`src/rtl/pid_pwm_out.sv`:
```
// PID output stage: captures per-channel signed motor power and drives sign-magnitude PWM.
// All channels share one free-running PWM counter; duty and direction change only at period start.
// Define PID_PWM_DEADTIME_EN to insert forced-low dead periods on direction reversal.
module pid_pwm_out #(
   parameter int unsigned aw       = 1,
   parameter int unsigned an       = 2,
   parameter int unsigned ow       = 12,
   parameter int unsigned deadtime = 2
) (
   input  logic          clk_pid,
   input  logic          reset,
   input  logic          ce,
   input  logic [aw-1:0] a,
   input  logic [ow-1:0] m_k_in,
   output logic [an-1:0] pwm_out,
   output logic [an-1:0] dir_out,
   output logic          wrap
);

   localparam int unsigned pw = ow - 1;

   if (an != (1 << aw)) begin : g_bad_an
      $error("an must equal 1 << aw");
   end
   if (deadtime < 1 || deadtime > 15) begin : g_bad_deadtime
      $error("deadtime must be in 1..15");
   end

`ifdef PID_PWM_DEADTIME_EN
   typedef enum logic [1:0] {StIdle, StRun, StDead} state_e;
   localparam logic [3:0] dt_init = 4'(deadtime - 1);
   logic [3:0] dt_cnt_q [an];
   logic [3:0] dt_cnt_d [an];
`else
   typedef enum logic [0:0] {StIdle, StRun} state_e;
`endif

   logic [ow-1:0] duty_req_q [an];
   logic [pw-1:0] cnt_q;
   logic          wrap_q;
   logic [pw-1:0] duty_act_q [an];
   logic [pw-1:0] duty_act_d [an];
   logic [pw-1:0] mag [an];
   logic [an-1:0] sgn;
   logic [an-1:0] dir_q, dir_d;
   logic [an-1:0] pwm_q, pwm_d;
   state_e        state_q [an];
   state_e        state_d [an];
   logic          period_start;

   // |v| in pw bits; the most negative input saturates to full scale.
   function automatic logic [pw-1:0] sat_mag(input logic [ow-1:0] v);
      logic [ow-1:0] absv;
      absv = v[ow-1] ? -v : v;
      return absv[ow-1] ? {pw{1'b1}} : absv[pw-1:0];
   endfunction

   assign period_start = (cnt_q == '0);

   // Capture the PID result for the addressed channel; a later strobe overwrites.
   always_ff @(posedge clk_pid or posedge reset) begin
      if (reset) begin
         for (int i = 0; i < an; i++) duty_req_q[i] <= '0;
      end else if (ce) begin
         duty_req_q[a] <= m_k_in;
      end
   end

   // Shared PWM counter; wrap is registered so it is high in the cycle where cnt is 0.
   always_ff @(posedge clk_pid or posedge reset) begin
      if (reset) begin
         cnt_q  <= '0;
         wrap_q <= 1'b0;
      end else begin
         cnt_q  <= cnt_q + pw'(1);
         wrap_q <= (cnt_q == '1);
      end
   end

   // Sign and saturated magnitude of each held request.
   always_comb begin
      for (int i = 0; i < an; i++) begin
         sgn[i] = duty_req_q[i][ow-1];
         mag[i] = sat_mag(duty_req_q[i]);
      end
   end

   // Per-channel state register, including duty, direction and PWM output.
   always_ff @(posedge clk_pid or posedge reset) begin
      if (reset) begin
         for (int i = 0; i < an; i++) begin
            state_q[i]    <= StIdle;
            duty_act_q[i] <= '0;
`ifdef PID_PWM_DEADTIME_EN
            dt_cnt_q[i]   <= '0;
`endif
         end
         dir_q <= '0;
         pwm_q <= '0;
      end else begin
         for (int i = 0; i < an; i++) begin
            state_q[i]    <= state_d[i];
            duty_act_q[i] <= duty_act_d[i];
`ifdef PID_PWM_DEADTIME_EN
            dt_cnt_q[i]   <= dt_cnt_d[i];
`endif
         end
         dir_q <= dir_d;
         pwm_q <= pwm_d;
      end
   end

   // Next-state logic, evaluated only at period start so a period never changes mid-way.
   always_comb begin
      for (int i = 0; i < an; i++) begin
         state_d[i]    = state_q[i];
         duty_act_d[i] = duty_act_q[i];
         dir_d[i]      = dir_q[i];
`ifdef PID_PWM_DEADTIME_EN
         dt_cnt_d[i]   = dt_cnt_q[i];
`endif
         if (period_start) begin
            case (state_q[i])
               StIdle: begin
                  // First command takes its direction directly.
                  duty_act_d[i] = mag[i];
                  if (mag[i] != '0) begin
                     dir_d[i]   = sgn[i];
                     state_d[i] = StRun;
                  end
               end
               StRun: begin
                  if (mag[i] != '0 && sgn[i] != dir_q[i]) begin
`ifdef PID_PWM_DEADTIME_EN
                     state_d[i]    = StDead;
                     duty_act_d[i] = '0;
                     dt_cnt_d[i]   = dt_init;
`else
                     dir_d[i]      = sgn[i];
                     duty_act_d[i] = mag[i];
`endif
                  end else begin
                     // Zero power keeps the last direction.
                     duty_act_d[i] = mag[i];
                  end
               end
`ifdef PID_PWM_DEADTIME_EN
               StDead: begin
                  if (dt_cnt_q[i] != '0) begin
                     dt_cnt_d[i] = dt_cnt_q[i] - 4'd1;
                  end else begin
                     duty_act_d[i] = mag[i];
                     if (mag[i] != '0) dir_d[i] = sgn[i];
                     state_d[i] = StRun;
                  end
               end
`endif
               default: state_d[i] = StIdle;
            endcase
         end
      end
   end

   // PWM compare; the registered output lags the counter by one clock.
   always_comb begin
      for (int i = 0; i < an; i++) begin
         pwm_d[i] = (state_q[i] == StRun) && (cnt_q < duty_act_q[i]);
      end
   end

   assign pwm_out = pwm_q;
   assign dir_out = dir_q;
   assign wrap    = wrap_q;

endmodule

```
`config.mk`:
```
export PLATFORM = sky130hd
export DESIGN_NAME = pid_pwm_out
export DESIGN_NICKNAME = d
export VERILOG_FILES = /design/src/rtl/pid_pwm_out.sv
export SDC_FILE = /design/constraint.sdc
export NUM_CORES = 1
export LEC_CHECK = 0
export ABC_AREA = 0
export CORE_MARGIN = 4
export CORE_UTILIZATION = 24
export DETAILED_ROUTE_END_ITERATION = 10
export PLACE_DENSITY_LB_ADDON = 0.1
export SYNTH_ARGS = -nofsm -noshare
export SYNTH_HDL_FRONTEND = slang
export SYNTH_SLANG_ARGS = --single-unit
```
`constraint.sdc`:
```
create_clock -name clk_pid -period 4.5 [get_ports clk_pid]
set_input_delay 0.675 -clock clk_pid [delete_from_list [all_inputs] [get_ports clk_pid]]
set_output_delay 0.675 -clock clk_pid [all_outputs]
set_load 0.05 [all_outputs]
```
==> summary.txt <==
status -> complete, no violations
antenna-violating nets left -> 0
IO Pins -> 21
clock skew after layout -> 0.00384 ns
Detailed Route Iter0 Violations -> 175
fin area -> 0.00452 sq mm
IO buf count -> 20
Worst R2R Start -> duty_req_q[0]
Die Y -> 134 um
filler cell count -> 1626
hold wc startpoint -> state_q[0]
Startpoint Class -> flip-flop
gpl congestion -> 0.783
top fanout value on the critical path -> 7
Tmin final -> 2.57 ns
final hold vios -> 0
grt ovf -> 0
Total Routed Length -> 9630 um
largest net degree at the start of global routing -> 39
worst setup margin -> 1.93 ns
clock root buffer -> clkbuf_16
Final Setup Violations -> 0
yosys warns -> 0
Fin Hold WS -> 0.470 ns
Seq/Total Area, Yosys -> 41.7%
DR vias/cell -> 4.58
Setup crit end kind -> flip-flop
number of synthesized flops with an enable pin -> 0
period utilization -> 57.2%
Clk Latency, worst-skew pair -> 0.33 ns
RSZ-0062 raised after global routing -> false
Reg-to-Reg End -> dir_out[1]
initial antenna violation count -> 0
Setup CP Type -> reg2reg
clock sink count -> 64
CTS HTree Levels -> 3
placed cells -> 604
Synth Flop Type -> dfrtp_1
diode count -> 0
Crit path required time -> 4.72 ns
Area after DPL -> 0.00422 sq mm
global-route wire length before repair -> 16100 um
number of nets in the layout -> 446
vias in the first global route -> 2846
CTS tree -> built
post-CTS setup buffer count -> 0
vias -> 2840
first drt pass iteration count -> 4
Max Fclk -> 0.388 GHz
fin. max-slew vios -> 0
Min-Delay Endpoint -> state_q[0]
Total GRT Usage -> 11.5%
post-synthesis register bit count -> 64
Net Count, Synth -> 436
Pleak -> 1.90 nW
Worst Tran Pin Value -> 0.836 ns
clock transition at the registers of the reported paths -> 0.05 ns
HPWL after DPL -> 7120 um
DP Worst Slack -> 1.93 ns
Yosys cell types -> 57
total core area -> 0.0154 sq mm
PwrDens -> 379 mW/mm^2
r2r setup slk -> 1.93 ns
synthesis-to-layout area growth -> 17.9%
Die X -> 134 um
Register-to-Register Path Depth -> 9
Async SR Flop Fraction -> 100%
PostCTS Resize Cnt -> 0
Synth Instances -> 394
Avg WL per Cell -> 15.5 um
Clock Tree Buf Depth -> 2
Initial Util -> 24.9%
MaxCap Viol Count -> 0
maximum vdd drop -> 0.187 mV
fraction of layout instances using a drive strength above 1 -> 12.2%
row cnt -> 45
Post-Syn Area -> 0.00384 sq mm
die footprint -> 0.0181 sq mm
cts hold-fix bufs -> 0
Slew HR -> 44.2%
Finished Layout Cells -> 620
TNS Setup -> 0 ns
DRC Markers -> 0
CTS Buf Count -> 9
Hold Path Stages -> 1
worst min path class -> reg2reg
Mean Syn Cell Area -> 9.74 sq um
Critical Path AT -> 2.79 ns
-- layout by cell type, fill, tap and decap left out, types with 5 or more instances in the layout --
master,n
nand2_1,32
xnor2_1,8
inv_1,33
a21o_1,10
ha_1,26
clkdlybuf4s50_1,20
o21ai_0,21
a21oi_1,5
nand3_1,10
dfrtp_1,64
clkbuf_16,9
nor3_1,9
or3_1,5
o21ai_1,10
mux2_2,26
o21a_1,7
o211ai_1,11
nor2_1,19
-- cells in the mapped netlist, types with 3 or more instances --
| cell | instances | share of area (%) |
|---|---|---|
| nor3_1 | 9 | 1.2 |
| o221ai_1 | 4 | 0.91 |
| nor4_1 | 4 | 0.65 |
| or4_1 | 3 | 0.59 |
| a21o_1 | 10 | 2.0 |
| o21ai_1 | 10 | 1.3 |
| o21ai_0 | 21 | 2.7 |
| a211oi_1 | 4 | 0.78 |
| o211ai_1 | 11 | 2.2 |
| mux2_2 | 26 | 7.6 |
| and3_1 | 4 | 0.65 |
| a21oi_1 | 5 | 0.65 |
| xnor2_1 | 8 | 1.8 |
| a211o_1 | 3 | 0.68 |
| o31a_1 | 4 | 0.91 |
| nand2_1 | 32 | 3.1 |
| nor2_1 | 19 | 1.9 |
| inv_1 | 34 | 3.3 |
| nand3_1 | 10 | 1.3 |
| o21a_1 | 7 | 1.4 |
| or3_1 | 5 | 0.82 |
| dfrtp_1 | 64 | 42 |
| xor2_1 | 4 | 0.91 |
| clkbuf_1 | 21 | 2.1 |
| ha_1 | 26 | 8.5 |
| nand2b_1 | 4 | 0.65 |
| mux2_1 | 3 | 0.88 |
-- worst max path at each step --
stage | to | slack [ns] | depth (start not counted) | startpoint
finish | dir_out[1] | 1.93 | 9 | duty_req_q[0]
global route | dir_out[1] | 1.69 | 7 | duty_req_q[2]
CTS | dir_out[1] | 1.92 | 9 | duty_req_q[0]
detailed placement | dir_out[1] | 1.93 | 9 | duty_req_q[0]
global placement | dir_out[1] | 1.96 | 7 | duty_req_q[2]
floorplan | dir_out[1] | 2.11 | 9 | duty_req_q[0]
-- metal layers --
| layer | wire length (um) | global-route usage (%) | share of wire (%) | vias to the layer above |
|---|---|---|---|---|
| met4 | 119 | 3.90 | 1.2 | 0 |
| met5 | 0 | 0 | 0 | - |
| met1 | 4830 | 16.6 | 50 | 1331 |
| met2 | 4240 | 16.5 | 44 | 57 |
| li1 | - | - | - | 1441 |
| met3 | 444 | 3.39 | 4.6 | 11 |
-- cell families (layout without fill, tap and decap cells) --
kind of cell             count (synthesis)  after routing  synth area share [%]
XOR/XNOR                                12             12                  2.74
buffers and inverters                   58             73                  5.87
multiplexers                            29             29                  8.51
AO/OA/AOI/OAI                           98             98                  17.6
AND/OR/NAND/NOR                        107            107                  15.0
adder cells (fa/ha/maj)                 26             26                  8.48
flip-flops                              64             64                  41.7
-- cell type report --
cell class              instances  area (sq um)  share of cell area (%)
well taps                     211           264                    5.84
flip-flops and latches         64          1600                    35.4
multi-input cells             272          2010                    44.4
repair buffers                 22           215                    4.76
clock inverters                 2          37.5                   0.830
clock buffers                  14           264                    5.84
inverters                      35           131                    2.90
-- worst max-delay path, cell delays in order (launching register included) --
cell and delay, ns:
dfrtp_1 0.44, inv_1 0.11, ha_1 0.24, or3b_1 0.38, nand2_1 0.11, xnor2_1 0.08
or4_4 0.42, nor4_2 0.22, a31oi_1 0.13, mux2_1 0.32
-- power breakdown --
part	total (W)	internal [W]	switching, W
clock	0.000709	0.000459	0.000250
sequential	0.000721	0.000628	0.0000935
combinational	0.000286	0.000137	0.000149
-- flip-flops by register name (all words and copies together), names as in the netlist --
signal      count
duty_req_q     24
duty_act_q     22
cnt_q          11
dir_out         2
pwm_out         2
state_q         2
wrap            1
-- stage by stage --
stage	power (W)	utilization, %
floorplan	0.000930	-
global placement	0.00101	27.4
detailed placement	0.00102	27.4
CTS	0.00175	29.3
global route	0.00182	29.3
finish	0.00172	29.3
Note: power is estimated with default switching activity, not from simulation.
